[config.mk]
export PLATFORM = sky130hd
export DESIGN_NAME = sram_read_ctrl
export DESIGN_NICKNAME = d
export VERILOG_FILES = /design/src/rtl/sram_pkg.sv /design/src/rtl/row_decoder.sv /design/src/rtl/sram_read_ctrl.sv
export SDC_FILE = /design/constraint.sdc
export NUM_CORES = 1
export LEC_CHECK = 0
export ABC_AREA = 1
export CAP_MARGIN = 20
export CORE_ASPECT_RATIO = 2
export CORE_UTILIZATION = 47
export DETAILED_ROUTE_END_ITERATION = 10
export GPL_TIMING_DRIVEN = 0
export PLACE_DENSITY = 0.75
export SLEW_MARGIN = 20
export SYNTH_ARGS = -nofsm -noshare
export SYNTH_HDL_FRONTEND = slang
export SYNTH_SLANG_ARGS = --single-unit
[constraint.sdc]
create_clock -name clk -period 1.84 [get_ports clk]
set_input_delay 0.184 -clock clk [delete_from_list [all_inputs] [get_ports clk]]
set_output_delay 0.184 -clock clk [all_outputs]
set_load 0.03 [all_outputs]
[src/rtl/sram_pkg.sv]
// rtl/sram_pkg.sv - shared state encoding and default geometry for the SRAM read path
package sram_pkg;

    typedef enum logic [2:0] {
        IDLE,
        PRE,
        DEV,
        SENSE,
        OUT
    } rd_state_e;

    localparam int SRAM_COLS       = 16;
    localparam int SRAM_ROWS       = 16;
    localparam int SRAM_PRE_CYCLES = 2;
    localparam int SRAM_DEV_CYCLES = 3;

    function automatic int max_int(input int a, input int b);
        return (a > b) ? a : b;
    endfunction

endpackage

[src/rtl/row_decoder.sv]
// rtl/row_decoder.sv - enabled address to one-hot wordline decoder, all-zero when out of range
module row_decoder
    import sram_pkg::*;
#(
    parameter int ROWS = SRAM_ROWS,
    parameter int AW   = $clog2(SRAM_ROWS)
) (
    input  logic            en,
    input  logic [AW-1:0]   addr,
    output logic [ROWS-1:0] onehot
);

    // Addresses at or beyond ROWS match no output bit, so they decode to zero
    always_comb begin
        onehot = '0;
        for (int i = 0; i < ROWS; i++) begin
            if (en && (addr == AW'(i))) begin
                onehot[i] = 1'b1;
            end
        end
    end

endmodule

[src/rtl/sram_read_ctrl.sv]
// rtl/sram_read_ctrl.sv - SRAM read sequencer and held output register (SRAM_RD_PARITY_EN adds rd_par)
module sram_read_ctrl
    import sram_pkg::*;
#(
    parameter int COLS       = SRAM_COLS,
    parameter int ROWS       = SRAM_ROWS,
    parameter int PRE_CYCLES = SRAM_PRE_CYCLES,
    parameter int DEV_CYCLES = SRAM_DEV_CYCLES,
    parameter int AW         = $clog2(ROWS)
) (
    input  logic            clk,
    input  logic            rst_n,
    input  logic            req_valid,
    output logic            req_ready,
    input  logic [AW-1:0]   req_addr,
    output logic            precharge_en,
    output logic [ROWS-1:0] wl_sel,
    output logic            sae,
    input  logic [COLS-1:0] preout,
    output logic            rd_valid,
    input  logic            rd_ready,
    output logic [COLS-1:0] rd_data
`ifdef SRAM_RD_PARITY_EN
    ,
    output logic            rd_par
`endif
);

    localparam int CW = $clog2(max_int(PRE_CYCLES, DEV_CYCLES)) + 1;
    localparam logic [CW-1:0] PRE_LOAD = CW'(PRE_CYCLES - 1);
    localparam logic [CW-1:0] DEV_LOAD = CW'(DEV_CYCLES - 1);

    rd_state_e       state;
    logic [CW-1:0]   cnt;
    logic [AW-1:0]   addr_q;
    logic            addr_ok;
    logic [ROWS-1:0] dec_onehot;
    logic            dec_en;

    // Decode is only consumed on the PRE->DEV transition edge
    assign dec_en = (state == PRE) && (cnt == '0);

    row_decoder #(
        .ROWS (ROWS),
        .AW   (AW)
    ) u_row_decoder (
        .en     (dec_en),
        .addr   (addr_q),
        .onehot (dec_onehot)
    );

    // Read schedule FSM; every array control and handshake output is a flop
    always_ff @(posedge clk or negedge rst_n) begin
        if (!rst_n) begin
            state        <= IDLE;
            cnt          <= '0;
            addr_q       <= '0;
            addr_ok      <= 1'b0;
            req_ready    <= 1'b0;
            precharge_en <= 1'b0;
            wl_sel       <= '0;
            sae          <= 1'b0;
            rd_valid     <= 1'b0;
            rd_data      <= '0;
`ifdef SRAM_RD_PARITY_EN
            rd_par       <= 1'b0;
`endif
        end else begin
            case (state)
                IDLE: begin
                    req_ready <= 1'b1;
                    if (req_valid && req_ready) begin
                        req_ready    <= 1'b0;
                        addr_q       <= req_addr;
                        addr_ok      <= ({1'b0, req_addr} < (AW + 1)'(ROWS));
                        cnt          <= PRE_LOAD;
                        precharge_en <= 1'b1;
                        state        <= PRE;
                    end
                end
                PRE: begin
                    if (cnt == '0) begin
                        precharge_en <= 1'b0;
                        wl_sel       <= dec_onehot;
                        cnt          <= DEV_LOAD;
                        state        <= DEV;
                    end else begin
                        cnt <= cnt - CW'(1);
                    end
                end
                DEV: begin
                    if (cnt == '0) begin
                        sae   <= 1'b1;
                        state <= SENSE;
                    end else begin
                        cnt <= cnt - CW'(1);
                    end
                end
                SENSE: begin
                    sae      <= 1'b0;
                    wl_sel   <= '0;
                    rd_valid <= 1'b1;
                    rd_data  <= addr_ok ? preout : '0;
`ifdef SRAM_RD_PARITY_EN
                    rd_par   <= addr_ok & (^preout);
`endif
                    state    <= OUT;
                end
                OUT: begin
                    if (rd_ready) begin
                        rd_valid  <= 1'b0;
                        req_ready <= 1'b1;
                        state     <= IDLE;
                    end
                end
                default: begin
                    state        <= IDLE;
                    precharge_en <= 1'b0;
                    wl_sel       <= '0;
                    sae          <= 1'b0;
                    rd_valid     <= 1'b0;
                end
            endcase
        end
    end

endmodule

==> results.cfg <==
[status]
status = complete, no violations

[cells_and_area]
fin_util_pct = 68.36
antenna-diode-count = 0
fin_area_um2 = 2823
fill_cells = 340
nNetsFinal = 336
syn_to_final_growth_pct = 37.06
drive_above_1_share_pct = 6.774
fin_cells = 362

[critical_path]
r2r_end = wl_sel[10]$_DFFE_PN0P_
cp_max_fo = 10
max_stage_delay_ns = 0.41
r2r_cells = 8
worstSetupPathType = reg2reg
crit_family = simple AND/OR/NAND/NOR gates
slowest_stage = dfrtp_1
cp.buffers_inverters = 2
arrival_ns = 1.87
endpoint_kind = flop
r2r_setup_slack_ns = 0.15
cp_data_required_time_ns = 2.02
startpoint_type = flop
path_cells = inv_1 -> ha_1 -> nand2_1 -> nand3_1 -> nand3_2 -> buf_4 -> nand2_1 -> o21ai_0
crit_path_frequent_cell = nand2_1
reg2reg_from = cnt[0]$_DFFE_PN0P_

[timing]
post-route-period-util_pct = 91.70
setup_tns_ns = 0
setup_ws_ns = 0.1527
finClkSkew_ns = 0.009255
rsz0062_at_grt = no
finalHoldViolations = 0
period_minus_slack_ns = 1.687
setup_viol = 0
timing.fmax_mhz = 592.7
slew_headroom_pct = 65.42
maxSlewViolCount = 0
tightest_slew_ns = 0.5187

[drt]
routed.top_layer = met4
wl_met3_um = 158
drc = 0
wl_met2_um = 2325
finalWirelength_um = 4287
routedWlPerCell_um = 11.84
wl_met1_um = 1722
viasPerCell = 4.914
drt_iter0_drc = 29
num_vias = 1779
drt.antenna.violating_nets = 0
drt_pass1_iterations = 4

[placement]
dpl-instance-area_um2 = 2730
place_ws_ns = 0.1708
dp_cells = 354
gp_congestion = 0.8430
hpwl_um = 3307
port_buffers = 59

[run]
cap_viol_max_count = 0

[die]
initial_utilization_pct = 49.88
rows = 33
core_um2 = 4129
die_area_um2 = 4666
die_w_um = 48.81
die_h_um = 95.62
io-pin-count = 60

[grt]
grt_usage_pct = 20.78
grt-ovfl-total = 0
grt_pass1_vias = 1676
grt_max_degree = 27
antenna_found_initial = 0
grt_pass1_wl_um = 7403

[synthesis]
yosysTopAreaCell = dfrtp_1
synth_area_um2 = 2059
ys_types = 20
ys_seq_elements = 47
ys_seq_area_share_pct = 57.11
synth_top_area_share_pct = 57.11
syn_avg_cell_area_um2 = 8.510
syn-num-nets = 268
yosys_warnings = 0
syn_inst = 242
synthTopCellsByArea = dfrtp_1 57%, nand2_1 17%, nand3_1 7.3%

[cts]
cts_made_buffers = 5
clkLatencyLatePin_ns = 0.30
cts_resized = 0
cts_root_buf = clkbuf_8
post-cts-setup-buffers = 0
cts_tree = yes
cts_max_path_buffers = 2
clock-sinks = 47
cts_htree_levels = 2
clkTransAtPathRegs_ns = 0.09

[hold_path]
hp-class = in2async

[power]
internal-power_mw = 2.598
p_comb_share_pct = 53.1
pwr-share-clk_pct = 12.7
ir_drop_uv = 1242
p_sw_mw = 2.114
power_frac_seq_pct = 34.2
p_leak_nw = 1.417
p_sw_share_pct = 44.86
pwr_density_cell_nw_per_um2 = 1669
[layer usage]
metal | up-vias | GRT usage, %
met5 | - | 0
li1 | 892 | -
met4 | 0 | 10.05
met3 | 6 | 3.190
met2 | 57 | 37.27
met1 | 824 | 23.80
[what timing repair did]
action / CTS / global route
hold endpoints to repair: 21 / 0
endpoints found under the setup margin: 0 / 0
hold buffers: 1 / 0
[power by group through the flow]
stage	Combinational, mW	Sequential [mW]	Clock (mW)
detailed placement	2.52	1.63	0
CTS	2.53	1.62	0.613
floorplan	1.16	2.11	0
finish	2.50	1.61	0.599
global placement	2.48	1.62	0
global route	2.75	1.66	0.661
[per-stage QoR]
stage / total power, mW / hold slack [ns]
2_1_floorplan: 3.269 / -0.1116
4_1_cts: 4.754 / 0.3908
3_3_place_gp: 4.096 / 0.4541
5_1_grt: 5.071 / 0.4273
6_report: 4.712 / 0.3850
3_5_place_dp: 4.143 / 0.1809
[flip-flops by register name, indices dropped and copies added (netlist names)]
register,flops
cnt,3
req_ready,1
state,3
rd_valid,1
precharge_en,1
rd_data,16
addr_q,4
wl_sel,16
addr_ok,1
sae,1
[logic make-up after synthesis]
family                   count (synthesis)  share of synthesized area [%]
AO/OA/AOI/OAI                           21                          5.103
XOR/XNOR                                 1                         0.4254
adder cells (fa/ha/maj)                  2                          1.215
buffers and inverters                   28                          6.136
flip-flops                              47                          57.11
AND/OR/NAND/NOR                        143                          30.01
[cells in the mapped netlist]
cell       n
nor2_2     2
buf_4      1
ha_1       2
clkbuf_1   2
inv_1     20
buf_2      2
nand2_1   94
a21oi_1    6
inv_2      1
xnor2_1    1
dfrtp_1   47
nor2_1    12
buf_6      2
o21ai_0   15
nand3_1   30
nand4_2    1
nand3_2    1
nor2_4     1
nor3_4     1
nand3b_1   1
[area by class of cell]
class	instances	area [um2]	share of cell area (%)
clock buffers	5	68.82	2.438
repair buffers	61	615.6	21.81
multi-input cells	167	757.0	26.82
flip-flops and latches	47	1176	41.67
clock inverters	2	13.76	0.4876
well taps	52	65.06	2.305
plain buffers	7	47.55	1.684
inverters	21	78.83	2.793
[layout by cell type, fill, tap and decap left out, drive strengths merged]
cell type | netlist | routed
dlygate4sd3 | 0 | 1
a21oi | 6 | 6
nand4 | 1 | 1
nand2 | 94 | 94
nand3 | 31 | 31
dfrtp | 47 | 47
clkbuf | 2 | 7
ha | 2 | 2
clkdlybuf4s50 | 0 | 58
nor2 | 15 | 15
nand3b | 1 | 1
xnor2 | 1 | 1
o21ai | 15 | 15
inv | 21 | 21
clkinv | 0 | 2
nor3 | 1 | 1
buf | 5 | 7
[worst max-delay path by stage]
stage                                   from                endpoint  slack, ns  cells past startpoint
after floorplan           cnt[0]$_DFFE_PN0P_  wl_sel[10]$_DFFE_PN0P_       0.43                      8
after global placement                 rst_n  wl_sel[10]$_DFFE_PN0P_      -0.67                      1
after detailed placement  cnt[0]$_DFFE_PN0P_  wl_sel[10]$_DFFE_PN0P_       0.17                      8
after CTS                 cnt[0]$_DFFE_PN0P_  wl_sel[10]$_DFFE_PN0P_       0.16                      8
after global routing      cnt[0]$_DFFE_PN0P_   wl_sel[8]$_DFFE_PN0P_       0.03                      8
final                     cnt[0]$_DFFE_PN0P_  wl_sel[10]$_DFFE_PN0P_       0.15                      8
[worst register-to-register path: stages, from the launching register on]
cell,delay [ns]
dfrtp_1,0.41
inv_1,0.11
ha_1,0.17
nand2_1,0.12
nand3_1,0.22
nand3_2,0.19
buf_4,0.22
nand2_1,0.06
o21ai_0,0.08
No activity file was read; power rests on OpenSTA's default activity.
